<file path="config.mk">
export PLATFORM = sky130hd
export DESIGN_NAME = memory_test_controller
export DESIGN_NICKNAME = d
export VERILOG_FILES = /design/src/rtl/memory_test_controller.sv
export SDC_FILE = /design/constraint.sdc
export NUM_CORES = 1
export LEC_CHECK = 0
export CELL_PAD_IN_SITES_DETAIL_PLACEMENT = 0
export CELL_PAD_IN_SITES_GLOBAL_PLACEMENT = 1
export CORE_UTILIZATION = 38
export CTS_BUF_LIST = sky130_fd_sc_hd__clkbuf_8
export CTS_CLUSTER_SIZE = 16
export DETAILED_ROUTE_END_ITERATION = 8
export HOLD_SLACK_MARGIN = 0.03
export PLACE_DENSITY_LB_ADDON = 0.1
export SYNTH_ARGS = -nofsm -noshare
export SYNTH_HDL_FRONTEND = slang
export SYNTH_SLANG_ARGS = --single-unit
</file>
<file path="constraint.sdc">
create_clock -name clock -period 4.4 [get_ports clock]
set_clock_uncertainty 0.15 [all_clocks]
set_input_delay 0.88 -clock clock [delete_from_list [all_inputs] [get_ports clock]]
set_output_delay 0.88 -clock clock [all_outputs]
set_load 0.1 [all_outputs]
</file>
<file path="src/rtl/memory_test_controller.sv">
// March-test master for the 32-byte banked memory: W0(P), R1(P)/W(~P) up, R2(~P) down.
// Optional first-fault capture is built when MEMTEST_FAULT_LOG_EN is defined.
module memory_test_controller #(
    parameter int ADDR_WIDTH = 5,
    parameter int DATA_WIDTH = 8
) (
    input  logic                  clock,
    input  logic                  reset,
    input  logic                  start,
    input  logic [DATA_WIDTH-1:0] pattern,
    output logic [DATA_WIDTH-1:0] mem_data,
    output logic [ADDR_WIDTH-1:0] mem_address,
    output logic                  mem_rE,
    output logic                  mem_wE,
    input  logic [DATA_WIDTH-1:0] mem_dataOut,
    output logic                  busy,
    output logic                  done,
    output logic                  pass,
    output logic [ADDR_WIDTH+1:0] fail_count,
    output logic [ADDR_WIDTH-1:0] fail_address,
    output logic [DATA_WIDTH-1:0] fail_data
);

    typedef enum logic [2:0] {
        IDLE, W0, R1_RD, R1_CMP, R1_WR, R2_RD, R2_CMP, DONE
    } state_t;

    localparam logic [ADDR_WIDTH-1:0] ADDR_LAST = '1;
    localparam logic [ADDR_WIDTH-1:0] ADDR_ZERO = '0;
    localparam logic [ADDR_WIDTH-1:0] ADDR_ONE  = ADDR_WIDTH'(1);
    localparam logic [ADDR_WIDTH+1:0] CNT_ONE   = (ADDR_WIDTH+2)'(1);

    state_t                  state_q, state_d;
    logic [ADDR_WIDTH-1:0]   addr_q, addr_d;
    logic [DATA_WIDTH-1:0]   pat_q, pat_d;
    logic [ADDR_WIDTH+1:0]   cnt_q, cnt_d;
    logic                    pass_q, pass_d;

    logic                    start_acc;
    logic                    cmp_en;
    logic [DATA_WIDTH-1:0]   exp_data;
    logic                    mismatch;

    always_ff @(posedge clock or posedge reset) begin
        if (reset) begin
            state_q <= IDLE;
            addr_q  <= '0;
            pat_q   <= '0;
            cnt_q   <= '0;
            pass_q  <= 1'b0;
        end else begin
            state_q <= state_d;
            addr_q  <= addr_d;
            pat_q   <= pat_d;
            cnt_q   <= cnt_d;
            pass_q  <= pass_d;
        end
    end

    // Read data is sampled on the edge that ends each CMP cycle.
    assign start_acc = (state_q == IDLE) && start;
    assign cmp_en    = (state_q == R1_CMP) || (state_q == R2_CMP);
    assign exp_data  = (state_q == R1_CMP) ? pat_q : ~pat_q;
    assign mismatch  = cmp_en && (mem_dataOut != exp_data);

    always_comb begin
        state_d  = state_q;
        addr_d   = addr_q;
        pat_d    = pat_q;
        cnt_d    = cnt_q;
        pass_d   = pass_q;
        mem_rE   = 1'b0;
        mem_wE   = 1'b0;
        mem_data = '0;
        done     = 1'b0;

        case (state_q)
            IDLE: begin
                if (start) begin
                    pat_d   = pattern;
                    cnt_d   = '0;
                    addr_d  = ADDR_ZERO;
                    state_d = W0;
                end
            end
            W0: begin
                mem_wE   = 1'b1;
                mem_data = pat_q;
                if (addr_q == ADDR_LAST) begin
                    addr_d  = ADDR_ZERO;
                    state_d = R1_RD;
                end else begin
                    addr_d = addr_q + ADDR_ONE;
                end
            end
            R1_RD: begin
                mem_rE  = 1'b1;
                state_d = R1_CMP;
            end
            R1_CMP: begin
                mem_rE  = 1'b1;
                if (mismatch) cnt_d = cnt_q + CNT_ONE;
                state_d = R1_WR;
            end
            R1_WR: begin
                mem_wE   = 1'b1;
                mem_data = ~pat_q;
                if (addr_q == ADDR_LAST) begin
                    state_d = R2_RD;
                end else begin
                    addr_d  = addr_q + ADDR_ONE;
                    state_d = R1_RD;
                end
            end
            R2_RD: begin
                mem_rE  = 1'b1;
                state_d = R2_CMP;
            end
            R2_CMP: begin
                mem_rE = 1'b1;
                if (mismatch) cnt_d = cnt_q + CNT_ONE;
                if (addr_q == ADDR_ZERO) begin
                    state_d = DONE;
                end else begin
                    addr_d  = addr_q - ADDR_ONE;
                    state_d = R2_RD;
                end
            end
            DONE: begin
                done    = 1'b1;
                pass_d  = (cnt_q == '0);
                state_d = IDLE;
            end
            default: state_d = IDLE;
        endcase
    end

    assign mem_address = addr_q;
    assign busy        = (state_q != IDLE);
    assign pass        = pass_q;
    assign fail_count  = cnt_q;

`ifdef MEMTEST_FAULT_LOG_EN
    logic [ADDR_WIDTH-1:0] faddr_q;
    logic [DATA_WIDTH-1:0] fdata_q;

    // Only the first mismatch of a test is logged.
    always_ff @(posedge clock or posedge reset) begin
        if (reset) begin
            faddr_q <= '0;
            fdata_q <= '0;
        end else if (start_acc) begin
            faddr_q <= '0;
            fdata_q <= '0;
        end else if (mismatch && (cnt_q == '0)) begin
            faddr_q <= addr_q;
            fdata_q <= mem_dataOut;
        end
    end

    assign fail_address = faddr_q;
    assign fail_data    = fdata_q;
`else
    logic unused_log;
    assign unused_log   = start_acc;
    assign fail_address = '0;
    assign fail_data    = '0;
`endif

endmodule

</file>
==> summary.txt, run 1 <==
Synthesis
  • Largest family of logic cells by synthesized area: simple AND/OR/NAND/NOR gates
  • Post-Synth XOR/XNOR Area: 0.0440
  • Synth Area in Compound Gates: 0.193
  • Adder-cell area share of the yosys netlist: 0.0349
  • Mux cell area share after synthesis: 0.0503
  • Ys flop type: dfrtp_1
  • Post-Syn Instances: 203
  • Post-synthesis sequential area ratio: 0.335
  • Synth Register Bits: 24
  • Ys Warns: 0
  • Syn avg cell area: 8.83 sq um
  • Simple-gate share of the synthesized area: 0.229
  • Synth async-reset ratio: 1.00
  • Yosys cell types: 53
  • Post-synth EDFFs: 0
  • Post-Syn Area: 1790 sq um

Clock tree
  • CTS Buffer Depth: 2
  • Clock insertion delay at the later pin of the skew report: 0.27 ns
  • Total CTS buffers: 3
  • Post-CTS Hold Fix Bufs: 0
  • Root buffer cell: clkbuf_8
  • H-tree levels: 1
  • Clk slew on worst S/H paths: 0.09 ns
  • CTS tree: yes
  • PostCTS Resize Cnt: 0
  • Setup bufs post-CTS: 0
  • Clock sinks: 24

Outcome
  • Status: complete, but fails checks
  • Failing checks: DRC

Layout
  • Area growth syn-to-layout: 22.2%
  • Sequential cell area: 601 sq um
  • Fin nets: 267
  • Fin cells: 293
  • Area of the multi-input gates: 1040 sq um
  • Share of cells above drive strength 1: 0.154
  • Number of fill cells in the layout: 449
  • Ant. Diodes: 0

Route
  • DRT iter0 DRCs: 114
  • Post-route DRC: 6
  • Via density: 5.10
  • WL final: 4.04 mm
  • WL/cell: 13.8 microns
  • Via Count: 1494
  • Antenna violation net count after detailed routing: 0
  • Pre-antenna DRT Iters: 6

Power
  • Clock power share: 0.210
  • Sw frac: 0.439
  • PnR Total Power: 638 uW
  • Sequential power share: 0.406
  • P_leak: 0.000989 uW
  • Pint: 358 uW
  • Worst vdd ir: 295 uV
  • Power per cell area: 291 nW/um^2
  • Logic gate share of total power: 0.384
  • Psw: 280 uW

Timing
  • Crit path time final: 3.45 ns
  • Final Hold Fails: 0
  • Final worst slack: 0.947 ns
  • Sum of negative setup slack: 0 ns
  • Slew margin rel.: 0.351
  • Final period utilization: 0.785
  • Setup violators final: 0
  • Hold_ws: 0.404 ns
  • RSZ-0062 raised after global routing: false
  • Slew Limit Fails: 0
  • FMAX: 0.290 GHz
  • Slew @ Worst Pin: 0.970 ns

Global routing
  • First-pass GRT wire length: 6.91 mm
  • Initial antenna violation count: 0
  • Overflow after GRT: 0
  • Vias in the first global route: 1449
  • Largest net degree at the start of global routing: 25
  • Tot GR Track Use: 0.173

Place
  • Gpl congestion: 0.753
  • Post-DP HPWL: 2.91 mm
  • Cells after DPL: 290
  • Place WS: 1.23 ns
  • PortBufs: 43

Worst setup path
  • Endpoint class of the critical path: primary output
  • Crit path max-delay cell type: clkdlybuf4s50_1
  • Flop2flop setup slack: 1.88 ns
  • Reg2reg start: mem_address[0]$_DFFE_PP0P_
  • Cell family with most CP delay: buffers and inverters
  • Critical path's largest stage delay: 1.15 ns
  • Critical Path AT: 2.42 ns
  • Worst EP required: 3.37 ns
  • Worst reg2reg path depth: 9
  • Crit path launch type: flip-flop
  • Critical path class: reg -> out
  • RR Endpoint: mem_address[3]$_DFFE_PP0P_
  • Maximum fanout along the worst path: 19
  • WP depth: 2
  • Critical path buffers and inverters: 1
  • Worst path cell trace: xnor2_1, clkdlybuf4s50_1
  • CP Capture Point: mem_rE
  • Setup crit start: state_q[1]$_DFFE_PP0P_

Floorplanning
  • Num rows: 24
  • Die area: 4990 sq um
  • Core ar.: 4440 sq um
  • Die Y: 70.7 microns
  • I/O pin cnt: 57
  • Die X: 70.7 microns
  • Initial Util: 0.403

Min path
  • Hold WC Path Type: reg -> reg
  • Worst hold path startpoint: pass$_DFFE_PP0P_

Run
  • Max-cap viol count: 0
-- area by class of cell --
| type | count | area share |
|---|---|---|
| Tap cell | 52 | 0.0297 |
| Clock buffer | 3 | 0.0189 |
| Sequential cell | 24 | 0.274 |
| Inverter | 10 | 0.0171 |
| Timing Repair Buffer | 43 | 0.186 |
| Multi-Input combinational cell | 161 | 0.474 |
-- per-layer routing --
metal,global-route usage,vias to the layer above,part of all wire
met5,0,-,0
li1,-,765,-
met1,0.254,688,0.51
met4,0.0400,0,0.0087
met2,0.272,36,0.44
met3,0.0256,5,0.045
-- worst min path at each step --
stage               depth (start not counted)                    to  slack (ns)
finish                                      2      pass$_DFFE_PP0P_        0.40
global route                                2      pass$_DFFE_PP0P_        0.44
CTS                                         2      pass$_DFFE_PP0P_        0.40
detailed placement                          2      pass$_DFFE_PP0P_        0.39
global placement                            2      pass$_DFFE_PP0P_        0.38
floorplan                                   1  pat_q[1]$_DFFE_PP0P_        0.40
-- registers in the layout (all words and copies together), names as in the netlist --
signal and flops:
mem_address 5, pat_q 8, fail_count 7, pass 1, state_q 3
-- cells in the mapped netlist (2+ instances only) --
cell type	instances	area share
o21ai_0	5	0.014
inv_1	9	0.019
buf_6	2	0.013
a21oi_1	16	0.045
nand3_1	4	0.011
buf_4	13	0.054
a221o_1	5	0.028
dfrtp_1	24	0.34
or2_2	4	0.014
and3_1	6	0.021
xor2_1	2	0.0098
nand2_1	16	0.034
nor2_1	21	0.044
a21o_1	2	0.0084
a22oi_1	2	0.0084
nor3_1	6	0.017
xnor2_1	7	0.034
ha_1	5	0.035
nor4_1	3	0.010
buf_2	2	0.0056
a21oi_2	2	0.0098
o21a_1	2	0.0084
nand2b_1	3	0.010
mux2_2	8	0.050
o21ai_1	4	0.011
nor3b_1	3	0.013
-- cell usage in the layout, fill, tap and decap left out, types with 4 or more instances in the layout --
master	count
dfrtp_1	24
a221o_1	5
and3_1	6
nand2_1	16
nor3_1	6
xnor2_1	7
or2_2	4
o21ai_1	4
conb_1	13
a21oi_1	16
nor2_1	21
nand3_1	4
mux2_2	8
o21ai_0	5
inv_1	9
ha_1	5
buf_4	9
clkdlybuf4s50_1	34
-- power by group through the flow --
stage	Sequential (uW)	Combinational (uW)	Clock, uW
2_1_floorplan	362	97.1	0
3_3_place_gp	264	245	0
3_5_place_dp	263	246	0
4_1_cts	259	246	137
5_1_grt	263	255	146
6_report	259	245	134
-- cell families (layout without fill, tap and decap cells) --
logic type               count (synthesis)  after routing
flip-flops                              24             24
buffers and inverters                   30             56
adder cells (fa/ha/maj)                  5              5
AO/OA/AOI/OAI                           49             49
multiplexers                             8              8
XOR/XNOR                                 9              9
AND/OR/NAND/NOR                         77             77
other                                    1             13
-- worst register-to-register path: stages, from the launching register on --
cell     delay (ns)
dfrtp_1        0.47
ha_1           0.26
and3_1         0.19
ha_1           0.26
or3b_1         0.40
a21oi_2        0.28
nand3_1        0.11
o21ai_1        0.12
a21oi_1        0.08
o21ai_1        0.13
-- per-stage QoR --
stage           util  instance area, sq um
2_1_floorplan      -                  1840
3_3_place_gp   0.483                  2150
3_5_place_dp   0.483                  2150
4_1_cts        0.493                  2190
5_1_grt        0.493                  2190
6_report       0.493                  2190
Power figures use the tool's default switching activity.
==> inputs of run 2 (changes only) <==
--- a/config.mk
+++ b/config.mk
@@ -7,7 +7,7 @@
 export LEC_CHECK = 0
 export CELL_PAD_IN_SITES_DETAIL_PLACEMENT = 0
 export CELL_PAD_IN_SITES_GLOBAL_PLACEMENT = 1
-export CORE_UTILIZATION = 38
+export CORE_UTILIZATION = 35
 export CTS_BUF_LIST = sky130_fd_sc_hd__clkbuf_8
 export CTS_CLUSTER_SIZE = 16
 export DETAILED_ROUTE_END_ITERATION = 8
==> constraint.sdc (replaced) <==
create_clock -name clock -period 3.6 [get_ports clock]
set_clock_uncertainty 0.15 [all_clocks]
set_input_delay 0.72 -clock clock [delete_from_list [all_inputs] [get_ports clock]]
set_output_delay 0.72 -clock clock [all_outputs]
set_load 0.1 [all_outputs]
==> summary.txt, run 2 (synthesis gave the netlist of run 1 again) <==
Timing
  • Sum of negative setup slack: 0 ns (unchanged)
  • Final period utilization: 0.741
  • Slew @ Worst Pin: 0.942 ns (was 0.970 ns)
  • RSZ-0062 raised after global routing: false (unchanged)
  • Final Hold Fails: 0 (unchanged)
  • FMAX: 0.375 GHz
  • Slew Limit Fails: 0 (unchanged)
  • Crit path time final: 2.67 ns
  • Slew margin rel.: 0.371 (was 0.351)
  • Setup violators final: 0 (unchanged)

Place
  • Post-DP HPWL: 2.91 mm (about the same)
  • PortBufs: 43 (unchanged)
  • Gpl congestion: 0.744 (was 0.753)
  • Cells after DPL: 306 (was 290)
  • Area after DPL: 2130 sq um (was 2150 sq um)

Worst setup path
  • Critical path's largest stage delay: 0.54 ns (was 1.15 ns)
  • Crit path launch type: flip-flop (unchanged)
  • Critical path buffers and inverters: 1 (unchanged)
  • WP depth: 4 (was 2)
  • Critical path class: reg -> out (unchanged)
  • Cell family with most CP delay: simple AND/OR/NAND/NOR gates (was buffers and inverters)
  • Endpoint class of the critical path: primary output (unchanged)
  • Crit path max-delay cell type: dfrtp_1 (was clkdlybuf4s50_1)
  • Maximum fanout along the worst path: 13 (was 19)
  • Worst reg2reg path depth: 9 (unchanged)
  • Worst EP required: 2.73 ns (was 3.37 ns)
  • Critical Path AT: 1.80 ns (was 2.42 ns)
  • Worst path cell trace: and2b_2, a21oi_1, nor2_1, buf_4 (was xnor2_1, clkdlybuf4s50_1)

Clock tree
  • Clk slew on worst S/H paths: 0.10 ns (was 0.09 ns)
  • H-tree levels: 1 (unchanged)
  • Post-CTS Hold Fix Bufs: 0 (unchanged)
  • CTS tree: yes (unchanged)
  • Clock insertion delay at the later pin of the skew report: 0.27 ns (about the same)
  • PostCTS Resize Cnt: 0 (unchanged)
  • CTS Buffer Depth: 2 (unchanged)
  • Clock sinks: 24 (unchanged)
  • Setup bufs post-CTS: 0 (unchanged)
  • Root buffer cell: clkbuf_8 (unchanged)
  • Total CTS buffers: 3 (unchanged)

Floorplanning
  • Die X: 73.6 microns (was 70.7 microns)
  • Num rows: 25 (was 24)
  • Core ar.: 4820 sq um (was 4440 sq um)
  • Die Y: 73.6 microns (was 70.7 microns)
  • Die area: 5410 sq um (was 4990 sq um)
  • Initial Util: 0.372 (was 0.403)
  • I/O pin cnt: 57 (unchanged)

Global routing
  • Vias in the first global route: 1367 (was 1449)
  • GR Util met2: 0.249 (was 0.272)
  • Tot GR Track Use: 0.164 (was 0.173)
  • First-pass GRT wire length: 6.82 mm (was 6.91 mm)
  • Met3 Usage GRT: 0.0233 (was 0.0256)
  • Grt met1 use: 0.244 (was 0.254)
  • Overflow after GRT: 0 (unchanged)
  • Largest net degree at the start of global routing: 25 (unchanged)
  • GR peak layer: met2 (unchanged)
  • Initial antenna violation count: 0 (unchanged)

Route
  • WL/cell: 13.3 microns (was 13.8 microns)
  • Pre-antenna DRT Iters: 3 (was 6)
  • Antenna violation net count after detailed routing: 0 (unchanged)
  • Via density: 4.85 (was 5.10)
  • Post-route DRC: 0 (was 6)
  • Via Count: 1505 (was 1494)
  • WL final: 4.13 mm (was 4.04 mm)
  • DRT iter0 DRCs: 109 (was 114)

Power
  • Sw frac: 0.432 (was 0.439)
  • Logic gate share of total power: 0.367 (was 0.384)
  • Sequential power share: 0.396 (was 0.406)
  • Power per cell area: 365 nW/um^2 (was 291 nW/um^2)
  • Clock power share: 0.237 (was 0.210)
  • Pint: 454 uW (was 358 uW)
  • PnR Total Power: 799 uW (was 638 uW)
  • Worst vdd ir: 302 uV (was 295 uV)
  • Psw: 345 uW (was 280 uW)
  • P_leak: 0.00102 uW (was 0.000989 uW)

Layout
  • Number of fill cells in the layout: 520 (was 449)
  • Max reg flops: 8 (unchanged)
  • Fin nets: 268 (was 267)
  • Fin cells: 310 (was 293)
  • Design Area, Final: 2190 sq um (unchanged)
  • Ant. Diodes: 0 (unchanged)
  • Commonest non-fill, non-tap cell in the layout: buf_4 (was clkdlybuf4s50_1)
  • Reg with most FFs: pat_q (unchanged)
  • Share of cells above drive strength 1: 0.226 (was 0.154)
  • Commonest cells after routing, fill and taps aside: buf_4 (26), dfrtp_1 (24), nor2_1 (21) (was clkdlybuf4s50_1 (34), dfrtp_1 (24), nor2_1 (21))
  • Fin util: 0.455 (was 0.493)
  • Area growth syn-to-layout: 22.2% (unchanged)

Run
  • Max-cap viol count: 0 (unchanged)

Min path
  • Worst Hold Depth: 2 (unchanged)
  • Hold WC Path Type: reg -> reg (unchanged)

Outcome
  • Status: complete, no violations (was complete, but fails checks)
[run 2: cell count changes in the layout (fill, tap and decap cells not counted)]
cell             before  now
clkbuf_8              3    4
buf_4                 9   26
clkdlybuf4s50_1      34   18
[run 2: final timing paths]
path	start	end	slack [ns]
max	state_q[2]$_DFFE_PP0P_	mem_data[6]	0.93
min	pass$_DFFE_PP0P_	pass$_DFFE_PP0P_	0.42
max reg2reg	mem_address[0]$_DFFE_PP0P_	mem_address[3]$_DFFE_PP0P_	1.05
min reg2reg	pass$_DFFE_PP0P_	pass$_DFFE_PP0P_	0.42
max in group asynchronous	reset	fail_count[5]$_DFFE_PP0P_	1.90
min in group asynchronous	reset	mem_address[1]$_DFFE_PP0P_	0.81
[run 2: worst min-delay path, cell delays in order, from the launching register on]
cell     delay (ns)
dfrtp_1        0.41
inv_1          0.05
o21ai_0        0.07
[run 2: final cells by class]
class	instances	area, sq um	area share
Tap cell	67	83.8	0.0383
Multi-Input combinational cell	161	1040	0.474
Inverter	10	37.5	0.0171
Timing Repair Buffer	44	375	0.171
Sequential cell	24	601	0.274
Clock buffer	4	55.1	0.0251
[run 2: metrics by stage]
step,setup WS [ns],hold slack [ns]
after floorplan,0.411,0.396
after global placement,0.868,0.411
after detailed placement,0.844,0.415
after CTS,0.915,0.430
after global routing,0.773,0.463
final,0.932,0.419
[run 2: power groups by stage]
stage	combinational [uW]	sequential [uW]	clock (uW)
5_1_grt	303	321	209
6_report	293	316	189
3_3_place_gp	294	322	0
2_1_floorplan	119	442	0
4_1_cts	295	316	194
3_5_place_dp	294	321	0
[run 2: per-layer routing]
metal  vias up  wire length, microns
li1        767                     -
met1       695                  2130
met2        41                  1800
met3         2                   186
met4         0                    17
met5         -                     0
==> inputs of run 3 (changes only) <==
--- a/config.mk
+++ b/config.mk
@@ -7,7 +7,7 @@
 export LEC_CHECK = 0
 export CELL_PAD_IN_SITES_DETAIL_PLACEMENT = 0
 export CELL_PAD_IN_SITES_GLOBAL_PLACEMENT = 1
-export CORE_UTILIZATION = 35
+export CORE_UTILIZATION = 32
 export CTS_BUF_LIST = sky130_fd_sc_hd__clkbuf_8
 export CTS_CLUSTER_SIZE = 16
 export DETAILED_ROUTE_END_ITERATION = 8
==> constraint.sdc (replaced) <==
create_clock -name clock -period 2.21 [get_ports clock]
set_clock_uncertainty 0.15 [all_clocks]
set_input_delay 0.442 -clock clock [delete_from_list [all_inputs] [get_ports clock]]
set_output_delay 0.442 -clock clock [all_outputs]
set_load 0.1 [all_outputs]
==> summary.txt, run 3 (synthesis gave the netlist of run 1 again) <==
Outcome
  • Status: complete, no violations (unchanged)

Layout
  • Max reg flops: 8 (unchanged)
  • Share of cells above drive strength 1: 0.398 (was 0.226)
  • Commonest cells after routing, fill and taps aside: buf_4 (29), buf_12 (21), clkdlybuf4s50_1 (18) (was buf_4 (26), dfrtp_1 (24), nor2_1 (21))
  • Fin cells: 339 (was 310)
  • Fin util: 0.534 (was 0.455)
  • Fin nets: 294 (was 268)
  • Ant. Diodes: 0 (unchanged)
  • Reg with most FFs: pat_q (unchanged)
  • Area growth syn-to-layout: 56.1% (was 22.2%)
  • Commonest non-fill, non-tap cell in the layout: buf_4 (unchanged)

Route
  • Via density: 4.76 (was 4.85)
  • Antenna violation net count after detailed routing: 0 (unchanged)
  • Via Count: 1615 (was 1505)
  • WL/cell: 13.2 microns (was 13.3 microns)
  • WL final: 4.48 mm (was 4.13 mm)
  • DRT iter0 DRCs: 26 (was 109)
  • Pre-antenna DRT Iters: 4 (was 3)
  • Post-route DRC: 0 (unchanged)

Global routing
  • Grt met1 use: 0.211 (was 0.244)
  • First-pass GRT wire length: 7.52 mm (was 6.82 mm)
  • Met3 Usage GRT: 0.0202 (was 0.0233)
  • GR Util met2: 0.271 (was 0.249)
  • Largest net degree at the start of global routing: 25 (unchanged)
  • Tot GR Track Use: 0.159 (was 0.164)
  • Vias in the first global route: 1507 (was 1367)
  • Overflow after GRT: 0 (unchanged)
  • Initial antenna violation count: 0 (unchanged)
  • GR peak layer: met2 (unchanged)

Place
  • Cells after DPL: 331 (was 306)
  • Gpl congestion: 0.789 (was 0.744)
  • Post-DP HPWL: 3.39 mm (was 2.91 mm)
  • PortBufs: 43 (unchanged)

Floorplanning
  • Die area: 5900 sq um (was 5410 sq um)
  • Die Y: 76.8 microns (was 73.6 microns)
  • I/O pin cnt: 57 (unchanged)
  • Num rows: 26 (was 25)
  • Core ar.: 5240 sq um (was 4820 sq um)
  • Initial Util: 0.342 (was 0.372)
  • Die X: 76.8 microns (was 73.6 microns)

Worst setup path
  • Critical path's largest stage delay: 0.50 ns (was 0.54 ns)
  • Worst EP required: 2.26 ns (was 2.73 ns)
  • Critical path class: reg -> reg (was reg -> out)
  • Crit path max-delay cell type: dfrtp_4 (was dfrtp_1)
  • Crit path launch type: flip-flop (unchanged)
  • Worst reg2reg path depth: 9 (unchanged)
  • Critical path buffers and inverters: 0 (was 1)
  • Worst path cell trace: ha_4, and3_4, ha_4, or3b_4, a21oi_4, nand3_2, o21ai_1, a21oi_1, o21ai_1 (was and2b_2, a21oi_1, nor2_1, buf_4)
  • Cell family with most CP delay: simple AND/OR/NAND/NOR gates (unchanged)
  • Reg2reg start: mem_address[1]$_DFFE_PP0P_ (was mem_address[0]$_DFFE_PP0P_)
  • Critical Path AT: 2.22 ns (was 1.80 ns)
  • Endpoint class of the critical path: flip-flop (was primary output)
  • Setup crit start: mem_address[1]$_DFFE_PP0P_ (was state_q[2]$_DFFE_PP0P_)
  • Flop2flop setup slack: 0.04 ns (was 1.05 ns)
  • Maximum fanout along the worst path: 5 (was 13)
  • RR Endpoint: mem_address[3]$_DFFE_PP0P_ (unchanged)

Clock tree
  • Clk slew on worst S/H paths: 0.09 ns (was 0.10 ns)
  • Clock sinks: 24 (unchanged)
  • CTS tree: yes (unchanged)
  • CTS Buffer Depth: 2 (unchanged)
  • Total CTS buffers: 3 (unchanged)
  • Root buffer cell: clkbuf_8 (unchanged)
  • Clock insertion delay at the later pin of the skew report: 0.27 ns (about the same)
  • H-tree levels: 1 (unchanged)

Power
  • PnR Total Power: 1450 uW (was 799 uW)
  • Power per cell area: 518 nW/um^2 (was 365 nW/um^2)
  • Sw frac: 0.395 (was 0.432)
  • Worst vdd ir: 572 uV (was 302 uV)
  • Pint: 877 uW (was 454 uW)
  • Psw: 572 uW (was 345 uW)
  • P_leak: 0.00124 uW (was 0.00102 uW)
  • Clock power share: 0.269 (was 0.237)
  • Sequential power share: 0.366 (was 0.396)
  • Logic gate share of total power: 0.365 (was 0.367)

Timing
  • Slew Limit Fails: 0 (unchanged)
  • Final Hold Fails: 0 (unchanged)
  • Crit path time final: 2.17 ns
  • Final period utilization: 0.983
  • FMAX: 0.460 GHz
  • Setup violators final: 0 (unchanged)
  • RSZ-0062 raised after global routing: true (was false)

Run
  • Max-cap viol count: 0 (unchanged)

Min path
  • Hold WC Path Type: in -> async (was reg -> reg)
run 3: changes by cell type in the layout (fill, tap and decap cells not counted), sizes merged:
cell	change
clkbuf	-1
buf	+26
bufinv	+1
run 3: stage by stage:
step                      cell area (sq um)  worst slack [ns]  TNS (ns)  hold WS, ns
after floorplan                        1910            -0.501     -3.03        0.306
after global placement                 2640            -0.158    -0.995        0.402
after detailed placement               2640            -0.171     -1.02        0.395
after CTS                              2760            0.0218         0        0.379
after global routing                   2800           -0.0545   -0.0782        0.426
final                                  2800            0.0381         0        0.367
run 3: worst max path at each step:
stage	to	slack (ns)	cells past startpoint
2_1_floorplan	mem_data[0]	-0.50	4
3_3_place_gp	fail_count[5]$_DFFE_PP0P_	-0.16	7
3_5_place_dp	fail_count[6]$_DFFE_PP0P_	-0.17	7
4_1_cts	mem_address[3]$_DFFE_PP0P_	0.02	9
5_1_grt	mem_address[3]$_DFFE_PP0P_	-0.05	9
6_report	mem_address[3]$_DFFE_PP0P_	0.04	9
run 3: metal layers:
layer,vias to the layer above,part of all wire
met5,-,0
met4,0,0.0085
met3,4,0.038
met2,41,0.49
met1,746,0.46
li1,824,-
run 3: what timing repair did:
action / 4_1_cts / 5_1_grt
pin swaps: 9 / 7
resized for setup: 6 / 10
setup endpoints to repair: 10 / 8
hold buffers: 0 / 0
buffers inserted: 3 / 1
run 3: final cells by class:
cell class	count	area [sq um]
repair buffers	70	841
multi-input cells	161	1140
flip-flops and latches	24	616
well taps	70	87.6
fillers	477	2440
inverters	10	37.5
clock buffers	3	41.3
clock inverters	1	30.0
run 3: power groups by stage:
stage / clock (uW) / combinational [uW] / sequential [uW]
final: 390 / 530 / 530
after detailed placement: 0 / 532 / 539
after floorplan: 0 / 193 / 722
after global placement: 0 / 534 / 539
after global routing: 423 / 550 / 537
after CTS: 403 / 533 / 531
run 3: worst register-to-register path: cells and delay by family (launching register included):
kind	cells	cell delay, ns
adder cells (fa/ha/maj)	2	0.32
flip-flops	1	0.50
AND/OR/NAND/NOR	3	0.61
AO/OA/AOI/OAI	4	0.54
